File: src/rtl/adder_pkg.sv
// Shared types and defaults for the registered ripple-carry adder.
package adder_pkg;

  localparam int DEFAULT_WIDTH = 4;

  typedef logic [DEFAULT_WIDTH-1:0] word_t;

endpackage

File: src/rtl/full_adder_cell.sv
// One-bit full adder; chained by adder_cpa4 to form the ripple-carry core.
module full_adder_cell (
  input  logic a,
  input  logic b,
  input  logic cin,
  output logic sum,
  output logic cout
);

  logic prop;

  assign prop = a ^ b;
  assign sum  = prop ^ cin;
  assign cout = (a & b) | (cin & prop);

endmodule

File: src/rtl/adder_cpa4.sv
// Registered WIDTH-bit ripple-carry adder with carry-out and a 1-cycle valid.
module adder_cpa4
  import adder_pkg::*;
#(
  parameter int WIDTH = DEFAULT_WIDTH
) (
  input  logic             clk,
  input  logic             rst_n,
  input  logic             in_valid,
  input  logic [WIDTH-1:0] a,
  input  logic [WIDTH-1:0] b,
  output logic             out_valid,
  output logic [WIDTH-1:0] s,
  output logic             cout
);

  logic [WIDTH:0]   carry;
  logic [WIDTH-1:0] sum_c;

  assign carry[0] = 1'b0;

  for (genvar i = 0; i < WIDTH; i++) begin : g_fa
    full_adder_cell u_fa (
      .a    (a[i]),
      .b    (b[i]),
      .cin  (carry[i]),
      .sum  (sum_c[i]),
      .cout (carry[i+1])
    );
  end

  // Result registers load only on in_valid, so X operands on idle cycles never reach s/cout.
  always_ff @(posedge clk) begin
    if (!rst_n) begin
      out_valid <= 1'b0;
      s         <= '0;
      cout      <= 1'b0;
    end else begin
      out_valid <= in_valid;
      if (in_valid) begin
        s    <= sum_c;
        cout <= carry[WIDTH];
      end
    end
  end

endmodule

File: config.mk
export PLATFORM = sky130hd
export DESIGN_NAME = adder_cpa4
export DESIGN_NICKNAME = d
export VERILOG_FILES = /design/src/rtl/adder_pkg.sv /design/src/rtl/full_adder_cell.sv /design/src/rtl/adder_cpa4.sv
export SDC_FILE = /design/constraint.sdc
export NUM_CORES = 1
export LEC_CHECK = 0
export CORE_AREA = 10 10 47 49
export CTS_BUF_LIST = sky130_fd_sc_hd__clkbuf_8
export CTS_CLUSTER_DIAMETER = 60
export CTS_CLUSTER_SIZE = 14
export DETAILED_ROUTE_END_ITERATION = 10
export DIE_AREA = 0 0 57 59
export PLACE_DENSITY = 0.54
export SLEW_MARGIN = 20
export SYNTH_ARGS = -nofsm -noshare
export SYNTH_HDL_FRONTEND = slang
export SYNTH_SLANG_ARGS = --single-unit
File: constraint.sdc
create_clock -name clk -period 2.8 [get_ports clk]
set_clock_uncertainty 0.2 [all_clocks]
set_input_delay 0.84 -clock clk [delete_from_list [all_inputs] [get_ports clk]]
set_output_delay 0.84 -clock clk [all_outputs]
set_load 0.05 [all_outputs]
==> summary.md <==
| Metric | Value |
|---|---|
| Result of the run | finished, final reports clean |
| Floorplan die area | 3360 µm² |
| Detailed Route WL | 798 µm |
| Endpoint required time on the critical path | 2770 ps |
| MaxCap Viol Count | 0 |
| Netlist area before placement | roughly 300 µm² |
| Setup repair after global routing missed its margin | false |
| Number of detailed-route iterations in the first pass | 1 |
| Fill cells | about 140 |
| Number of setup violations in the final report | 0 |
| Standby leakage power | ~0.23 nW |
| Net count after synthesis | 40 |
| Detailed-routing wirelength on met1 | between 200 and 250 µm |
| Number of failing hold endpoints at the final stage | 0 |
| Y dimension of the die | 59 µm |
| Worst Tran Pin Value | 515 ps |
| Proportion of synthesized chip area in sequential cells | 0.402 |
| Die Width | 57 µm |
| Max-slew headroom | 0.655 |
| Most common cell after layout, fill and taps aside | sky130_fd_sc_hd__clkdlybuf4s50_1 |
| Total congestion overflow | 0 |
| Worst R2R Setup Slack | 1980 ps |
| Total global-route track usage | 0.0502 |
| Cell at the root of the clock tree | sky130_fd_sc_hd__clkbuf_8 |
| Vias in the first global route | 260 |
| Fin. max-slew vios | 0 |
| Warnings, synthesis | 0 |
| Highest-count cells in the layout ignoring fill and taps | 14 x sky130_fd_sc_hd__clkdlybuf4s50_1, 6 x sky130_fd_sc_hd__dfxtp_1, 3 x sky130_fd_sc_hd__mux2i_1, 3 x sky130_fd_sc_hd__nor2b_1, 3 x sky130_fd_sc_hd__clkbuf_8 |
| Worst Setup SP | b[0] |
| # nets final | 60 |
| Wire length of the first global-routing pass | 1190 µm |
| GP Congestion | slightly below 0.6 |
| Residual DRC count | 0 |
| Maximum root-to-sink buffer count | 2 |
| Crit share post-route | 0.973 |
| Diodes inserted | 0 |
| Number of core rows | 14 |
| Minimum clock period | 2720 ps |
| Met2 wire length | 460 µm |
| Kind of capture point of the worst setup path | flip-flop |
| Critical Path Sink | s[3]$_SDFFE_PN0P_ |
| Distinct cells, synth | 10 |
| Number of sinks handled by clock tree synthesis | 6 |
| Area Overhead vs Synth | 72.0% |
| Port Buffer Count | 16 |
| Worst ir drop on vdd | 0.280 mV |
| Data arrival time of the critical path | about 2700 ps |
| Routed wire per std cell | 13.5 µm |
| Synthesized area per cell | 12.0 µm² |
| Instance count of the mapped netlist | 25 |
| Hold buffer count at CTS | 0 |
| Category of the critical setup timing path | in2reg |
| Largest net degree at the start of global routing | 9 |
| Maximum fanout along the worst path | 1 |
| PD cells | 596 nW/µm² |
| Worst flop-to-flop path startpoint | s[3]$_SDFFE_PN0P_ |
| Initial Util | 0.213 |
| Startpoint kind of the worst setup timing path | primary input |
| Share of post-route cells with drive strength above 1 | 0.186 |
| Num CTS Buffers | 3 |
| Vias/cell | a little under 4 |
| Worst slack at placement | -420 ps |
| Routed length on met3 | 61 µm |
| CTS clock-pin slew for the worst setup and hold paths | 30 ps |
| Hold Crit Class | reg2reg |
| Clock latency at the later pin of the worst-skew pair | around 220 ps |
| Clock H-tree levels | 1 |
| Area of the core | 1400 µm² |
| Synth Register Bits | 6 |
| Number of buffers added for setup after CTS | 0 |
| Max Clk Rate | between 0.3 and 0.4 GHz |
| Number of nets still failing antenna checks after routing | 0 |
| First DRT Iteration DRCs | 0 |
| Aggregate negative setup slack | 0 ps |
| Setup ws final | around 76 ps |
| Number of cells on the worst hold path | 1 |
| Top-Level Pins | 17 |
| Top routing layer in use | met4 |
| Vias after detailed routing | 229 |
| Fin area | just over 500 µm² |
| Antenna violations before repair | 0 |
| TritonCTS clock tree | yes |
| Dpl cell area | 468 µm² |
| R2r worst-path depth | 1 |
| RR Endpoint | s[3]$_SDFFE_PN0P_ |
==> metrics by stage <==
stage / utilization / instances / total power [mW] / hold slack (ps)
global route: 0.367 / 59 / 0.326 / 301
CTS: 0.367 / 59 / 0.313 / 287
finish: 0.367 / 59 / 0.306 / 285
global placement: 0.334 / 56 / 0.176 / 265
floorplan: - / 25 / 0.144 / 543
detailed placement: 0.334 / 56 / 0.179 / 274
==> synthesized netlist by cell type <==
cell type | n | share of area
sky130_fd_sc_hd__nor2b_1 | 3 | 0.063
sky130_fd_sc_hd__inv_1 | 3 | 0.038
sky130_fd_sc_hd__mux2i_1 | 3 | 0.10
sky130_fd_sc_hd__nand2_1 | 2 | 0.025
sky130_fd_sc_hd__fa_1 | 3 | 0.20
sky130_fd_sc_hd__buf_6 | 1 | 0.038
sky130_fd_sc_hd__o211a_1 | 2 | 0.067
sky130_fd_sc_hd__and2_2 | 1 | 0.025
sky130_fd_sc_hd__ha_1 | 1 | 0.042
sky130_fd_sc_hd__dfxtp_1 | 6 | 0.40
==> sequential cells by signal (all words and copies together), names as in the netlist <==
| register | cells |
|---|---|
| cout | 1 |
| out_valid | 1 |
| s | 4 |
==> cells by family (layout without fill, tap and decap cells) <==
family / count (synthesis) / after routing / share of synthesized area
compound gates: 2 / 2 / 0.0669
mux: 3 / 3 / 0.100
simple gates: 6 / 6 / 0.113
buf+inv: 4 / 22 / 0.0753
flops: 6 / 6 / 0.402
fa+ha+maj: 4 / 4 / 0.243
==> where the power goes <==
group | internal [mW] | switching [mW] | total, mW
Clock | 0.0924 | 0.0377 | 0.130
Combinational | 0.0359 | 0.0439 | 0.0797
Sequential | 0.0933 | 0.00329 | 0.0966
Total | 0.222 | 0.0849 | 0.306
==> worst max-delay path, cell delays in order <==
cell	delay, ps
sky130_fd_sc_hd__dlygate4sd2_1	240
sky130_fd_sc_hd__ha_2	190
sky130_fd_sc_hd__fa_2	390
sky130_fd_sc_hd__fa_2	350
sky130_fd_sc_hd__inv_2	70
sky130_fd_sc_hd__fa_1	410
sky130_fd_sc_hd__nand2_1	70
sky130_fd_sc_hd__o211a_1	140
==> final cells by class <==
cell class              count  area (µm²)  area share
multi-input cells          15         164       0.319
well taps                  16        20.0      0.0389
inverters                   3        11.3      0.0219
repair buffers             16         158       0.307
flip-flops and latches      6         120       0.234
clock buffers               3        41.3      0.0803
==> worst min-delay path by stage <==
stage	start	endpoint
2_1_floorplan	s[0]$_SDFFE_PN0P_	s[0]$_SDFFE_PN0P_
3_3_place_gp	cout$_SDFFE_PN0P_	cout$_SDFFE_PN0P_
3_5_place_dp	cout$_SDFFE_PN0P_	cout$_SDFFE_PN0P_
4_1_cts	cout$_SDFFE_PN0P_	cout$_SDFFE_PN0P_
5_1_grt	cout$_SDFFE_PN0P_	cout$_SDFFE_PN0P_
6_report	cout$_SDFFE_PN0P_	cout$_SDFFE_PN0P_
==> metal layers <==
layer,vias to the layer above,GRT usage
met5,-,0
met4,0,0.0604
met3,3,0.0279
met2,9,0.0853
met1,101,0.0357
li1,116,-
==> repair_timing <==
item	in CTS	in global routing
pin swaps	4	2
resized for setup	6	0
setup endpoints to repair	1	1
No activity file was read; power rests on OpenSTA's default activity.
